### src/rtl/rdy_vld_arb_fifo.sv
// N-channel round-robin rdy/vld funnel into a DEPTH-entry FIFO, head tagged with source channel.
// Optional same-cycle bypass when empty: define RDY_VLD_ARB_FIFO_BYPASS_EN.
module rdy_vld_arb_fifo #(
  parameter int unsigned NUM_CH = 4,
  parameter int unsigned DATA_W = 7,
  parameter int unsigned DEPTH  = 4,
  parameter int unsigned CH_W   = $clog2(NUM_CH)
) (
  input  logic                       clk,
  input  logic                       rst_n,
  input  logic [NUM_CH-1:0]          in_vld,
  input  logic [NUM_CH*DATA_W-1:0]   in_data,
  output logic [NUM_CH-1:0]          in_rdy,
  input  logic [NUM_CH-1:0]          hold_mask,
  output logic                       out_vld,
  output logic [DATA_W-1:0]          out_data,
  output logic [CH_W-1:0]            out_ch,
  input  logic                       out_rdy,
  output logic [$clog2(DEPTH):0]     occupancy
);

  localparam int unsigned AW = $clog2(DEPTH);
  localparam int unsigned CW = AW + 1;
  localparam int unsigned EW = CH_W + DATA_W;
  localparam logic [CW-1:0] FullCnt = CW'(DEPTH);

  logic [CW-1:0]     count_q, count_d;
  logic [AW-1:0]     wr_ptr_q, rd_ptr_q;
  logic [CH_W-1:0]   rr_ptr_q;
  logic [EW-1:0]     mem_q [DEPTH];

  logic [DATA_W-1:0] ch_data [NUM_CH];
  logic [NUM_CH-1:0] elig;
  logic [CH_W-1:0]   arb_idx;
  logic              gnt_vld;
  logic [CH_W-1:0]   gnt;
  logic              can_accept;
  logic              push;
  logic              pop;
  logic              mem_wr;
  logic              fifo_empty;

  always_comb begin
    for (int unsigned i = 0; i < NUM_CH; i++) begin
      ch_data[i] = in_data[i*DATA_W +: DATA_W];
    end
  end

  // Round-robin search starting one past the last granted channel.
  always_comb begin
    elig    = in_vld & ~hold_mask;
    gnt_vld = 1'b0;
    gnt     = '0;
    arb_idx = '0;
    for (int unsigned k = 1; k <= NUM_CH; k++) begin
      arb_idx = CH_W'((32'(rr_ptr_q) + k) % NUM_CH);
      if (!gnt_vld && elig[arb_idx]) begin
        gnt_vld = 1'b1;
        gnt     = arb_idx;
      end
    end
  end

  // Full blocks pushes even when a pop happens in the same cycle.
  assign can_accept = rst_n && (count_q != FullCnt);
  assign push       = gnt_vld && can_accept;
  assign fifo_empty = (count_q == '0);

  always_comb begin
    in_rdy = '0;
    if (push) begin
      in_rdy[gnt] = 1'b1;
    end
  end

`ifdef RDY_VLD_ARB_FIFO_BYPASS_EN
  logic bypass;

  // Empty FIFO with a ready consumer forwards the granted word without storing it.
  assign bypass   = fifo_empty && push && out_rdy;
  assign out_vld  = rst_n && (!fifo_empty || bypass);
  assign out_data = bypass ? ch_data[gnt] : mem_q[rd_ptr_q][DATA_W-1:0];
  assign out_ch   = bypass ? gnt : mem_q[rd_ptr_q][EW-1:DATA_W];
  assign pop      = rst_n && !fifo_empty && out_rdy;
  assign mem_wr   = push && !bypass;
`else
  assign out_vld  = rst_n && !fifo_empty;
  assign out_data = mem_q[rd_ptr_q][DATA_W-1:0];
  assign out_ch   = mem_q[rd_ptr_q][EW-1:DATA_W];
  assign pop      = out_vld && out_rdy;
  assign mem_wr   = push;
`endif

  always_comb begin
    count_d = count_q;
    case ({mem_wr, pop})
      2'b10:   count_d = count_q + CW'(1);
      2'b01:   count_d = count_q - CW'(1);
      default: count_d = count_q;
    endcase
  end

  assign occupancy = rst_n ? count_q : '0;

  always_ff @(posedge clk) begin
    if (!rst_n) begin
      count_q  <= '0;
      wr_ptr_q <= '0;
      rd_ptr_q <= '0;
      rr_ptr_q <= CH_W'(NUM_CH - 1);
    end else begin
      count_q <= count_d;
      if (mem_wr) begin
        wr_ptr_q <= wr_ptr_q + AW'(1);
      end
      if (pop) begin
        rd_ptr_q <= rd_ptr_q + AW'(1);
      end
      if (push) begin
        rr_ptr_q <= gnt;
      end
    end
  end

  // Storage needs no reset; pointers and count define which entries are live.
  always_ff @(posedge clk) begin
    if (mem_wr) begin
      mem_q[wr_ptr_q] <= {gnt, ch_data[gnt]};
    end
  end

endmodule
### config.mk
export PLATFORM = sky130hd
export DESIGN_NAME = rdy_vld_arb_fifo
export DESIGN_NICKNAME = d
export VERILOG_FILES = /design/src/rtl/rdy_vld_arb_fifo.sv
export SDC_FILE = /design/constraint.sdc
export NUM_CORES = 1
export LEC_CHECK = 0
export BUFFER_PORTS_ARGS = -buffer_cell sky130_fd_sc_hd__buf_2
export CAP_MARGIN = 20
export CORE_UTILIZATION = 35
export DETAILED_ROUTE_END_ITERATION = 8
export GPL_ROUTABILITY_DRIVEN = 0
export PLACE_DENSITY = 0.62
export SETUP_SLACK_MARGIN = 0.02
export SYNTH_ARGS = -nofsm -noshare
export SYNTH_HDL_FRONTEND = slang
export SYNTH_SLANG_ARGS = --single-unit
### constraint.sdc
create_clock -name clk -period 4.35 [get_ports clk]
set_input_delay 1.305 -clock clk [delete_from_list [all_inputs] [get_ports clk]]
set_output_delay 1.305 -clock clk [all_outputs]
set_load 0.01 [all_outputs]
==> metrics.log <==
INFO  metric status = finished clean
INFO  metric tritoncts = done
INFO  metric floorplan.die_area = 6830 sq um
INFO  metric postCtsHoldBufs = 0
INFO  metric min_path_type = flip-flop to flip-flop
INFO  metric max-slew-margin-rel = 0.597
INFO  metric clkSlewWorstSetupHoldPaths = approximately 0.080 ns
INFO  metric path_max_fanout = 16
INFO  metric reg2reg_setup_slack = between 2 and 2.5 ns
INFO  metric place_area = 2610 sq um
INFO  metric cts.repair_timing.setup_buffer_count = 0
INFO  metric ff2ff_path_depth = 10
INFO  metric final_core_util = 0.430
INFO  metric timing.final.max_slew_violations = 0
INFO  metric cts-buffers-inserted = 5
INFO  metric top_level_ports = 56
INFO  metric worstPathArrival = 2.60 ns
INFO  metric slowest_stage_delay_cp = between 0.4 and 0.5 ns
INFO  metric fillerInstances = 613
INFO  metric summed_area_of_non_filler_cells_in_the_final_layout = 2720 sq um
INFO  metric first_pass_iters = 3
INFO  metric synth.yosys.seq_area_share = 0.572
INFO  metric finalSetupViolCount = 0
INFO  metric postSynthRegisterBits = 47
INFO  metric row_count = 29
INFO  metric hold-path-cell-count = 2
INFO  metric end_kind = primary output
INFO  metric detail_route.drc_violations = 0
INFO  metric n_diodes = 0
INFO  metric crit_type = input pin to primary output
INFO  metric clkSinkCount = 47
INFO  metric yosys-top-cells-area = sky130_fd_sc_hd__edfxtp_1 47%, sky130_fd_sc_hd__dfxtp_1 9.7%, sky130_fd_sc_hd__mux4_2 8.9%
INFO  metric globalRoute.totalOverflow = 0
INFO  metric reg2reg_from = count_q[0]$_SDFFE_PN0P_
INFO  metric grt.total_usage = 0.137
INFO  metric irDropWorstVdd = between 100 and 150 uV
INFO  metric finalHoldViolations = 0
INFO  metric clock_tree.htree_level_count = 2
INFO  metric holdCritStartpoint = count_q[2]$_SDFFE_PN0P_
INFO  metric grt_antenna_before_repair = 0
INFO  metric period_needed = ~3.9 ns
INFO  metric path_common_cell = sky130_fd_sc_hd__buf_2
INFO  metric cts_buffer_depth = 2
INFO  metric residual_antenna_violating_net_count_after_detailed_routing = 0
INFO  metric ys_warn_count = 0
INFO  metric wirelength = around 4 mm
INFO  metric final.period_utilization = 0.898
INFO  metric yosys.area.top_type = sky130_fd_sc_hd__edfxtp_1
INFO  metric buffer_ports.inserted = 55
INFO  metric synth_fp_nets = 205
INFO  metric cts.repair.resized = 0
INFO  metric die-height = just over 80 um
INFO  metric synth_edf_count = 36
INFO  metric critical_path.reg2reg.endpoint = count_q[2]$_SDFFE_PN0P_
INFO  metric wire_length_of_the_first_global_routing_pass = between 6 and 7 mm
INFO  metric route.detailed.wl_per_inst = 13.9 um
INFO  metric synthArstFlopShare = 0
INFO  metric cts_root_buf = sky130_fd_sc_hd__clkbuf_8
INFO  metric yosys-top-cells-count = 36 x sky130_fd_sc_hd__edfxtp_1, 13 x sky130_fd_sc_hd__nor2_1, 11 x sky130_fd_sc_hd__dfxtp_1
INFO  metric largest_net_degree_at_the_start_of_global_routing = 23
INFO  metric syn-mean-instance-area = about 14 sq um
INFO  metric route.vias.total = approximately 1400
INFO  metric timing.clock.skew = roughly 0.010 ns
INFO  metric max-cap-violations = 0
INFO  metric worst_hold_slack = approximately 0.53 ns
INFO  metric number_of_global_route_vias_before_repair = between 1000 and 1500
INFO  metric post_synth_top_area_share = 0.475
INFO  metric worstSkewPairLatency = a little under 0.3 ns
INFO  metric power.density_cell_area = 410 nW/um^2
INFO  metric report.power.total = between 1 and 1.5 mW
INFO  metric drive_gt1_frac = 0.404
INFO  metric drt_first_iter_violations = 38
INFO  metric synth.cell_area = around 2300 sq um
INFO  metric synth.distinct_cells = 36
INFO  metric worstPathCellList = buf_2 -> nand2b_4 -> a2bb2oi_1 -> a211o_4 -> inv_1 -> nand2_1 -> nor2_1 -> buf_2
INFO  metric multi_input_comb_area = 880 sq um
INFO  metric register_area = roughly 1300 sq um
INFO  metric fmax = around 0.26 GHz
INFO  metric fp.coreArea = roughly 6300 sq um
INFO  metric cellLeakagePower = approximately 1.1 nW
INFO  metric synthCells = 160
INFO  metric synth.most_common_cell = sky130_fd_sc_hd__edfxtp_1
INFO  metric die_width = slightly above 80 um
INFO  metric detailedPlacementHpwl = approximately 3.1 mm
INFO  metric rsz0062_at_grt = false
INFO  metric ys.flop_type = sky130_fd_sc_hd__edfxtp_1
INFO  metric via_per_inst = 4.74
INFO  metric initial_utilization = 0.360
INFO  metric timing.hold.worst_endpoint = count_q[2]$_SDFFE_PN0P_
INFO  metric critical_path_required = slightly above 3 ns
INFO  metric cpMaxStageDelayCell = sky130_fd_sc_hd__a211o_4
INFO  metric totalNegativeSetupSlack = 0 ns
INFO  metric worst_slew_pin_slew = 0.604 ns
INFO  metric kind_of_start_point_of_the_critical_path = input pin
INFO  metric fin_nets = roughly 260
INFO  metric synthToLayoutAreaGrowth = 19.4%
## critical path: cells and delay by family
family	cells	cell delay (ns)
AOI/OAI and AO/OA	2	0.57
and+or+nand+nor	3	0.33
buffers and inverters	3	0.38
## metrics by stage
| step | setup slack, ns | std cells |
|---|---|---|
| final | 0.445 | 295 |
| after global routing | 0.298 | 295 |
| after CTS | 0.431 | 295 |
| after detailed placement | 0.439 | 287 |
| after global placement | 0.465 | 287 |
| after floorplan | 0.767 | 160 |
## report_power, final
part	internal (mW)	leakage (nW)	total, mW	switching [mW]
combinational	0.114	0.582	0.246	0.132
clock	0.168	0.0556	0.303	0.135
sequential	0.539	0.418	0.565	0.0252
## cell type report
type                    count  share of cell area
flip-flops and latches     47               0.479
multi-input cells          95               0.324
repair buffers             57               0.107
well taps                  77              0.0355
clock buffers               5              0.0253
inverters                  11              0.0152
clock inverters             3              0.0143
## worst max-delay path by stage
stage / from / to / slack, ns / cells after the start
2_1_floorplan: hold_mask[3] / in_rdy[2] / 0.77 / 6
3_3_place_gp: hold_mask[3] / in_rdy[3] / 0.46 / 8
3_5_place_dp: hold_mask[3] / in_rdy[3] / 0.44 / 8
4_1_cts: hold_mask[3] / in_rdy[2] / 0.43 / 8
5_1_grt: hold_mask[3] / in_rdy[3] / 0.30 / 8
6_report: hold_mask[3] / in_rdy[2] / 0.44 / 8
## flip-flops by register name, summed over array words and instances (netlist names), named ones only
register and count:
rr_ptr_q 2, mem_q 36, rd_ptr_q 2, wr_ptr_q 2, count_q 3
## per-layer routing
layer  wire length (um)  global-route usage  vias to the layer above
met5                  0                   0                        -
met4                 61              0.0466                        0
met3                167              0.0297                        5
met2               2040               0.234                       34
met1               1840               0.171                      655
li1                   -                   -                      703
## cells by family (layout without fill, tap and decap cells)
| kind of cell | count (synthesis) | in the layout | share of synthesized area |
|---|---|---|---|
| flops | 47 | 47 | 0.572 |
| simple gates | 39 | 39 | 0.101 |
| compound gates | 29 | 29 | 0.111 |
| buf+inv | 18 | 76 | 0.0418 |
| mux | 16 | 16 | 0.120 |
| xor+xnor | 5 | 5 | 0.0192 |
| fa+ha+maj | 6 | 6 | 0.0363 |
## cells in the final DEF, fill, tap and decap left out, drive strengths merged, types with 3 or more instances in the layout
cell type | Yosys | routed
a21oi | 12 | 12
a22oi | 7 | 7
and2 | 6 | 6
buf | 5 | 57
clkbuf | 2 | 5
dfxtp | 11 | 11
edfxtp | 36 | 36
ha | 5 | 5
inv | 11 | 11
mux2i | 7 | 7
mux4 | 9 | 9
nand2 | 4 | 4
nand2b | 10 | 10
nor2 | 13 | 13
xor2 | 3 | 3
(Power assumes the default switching activity.)
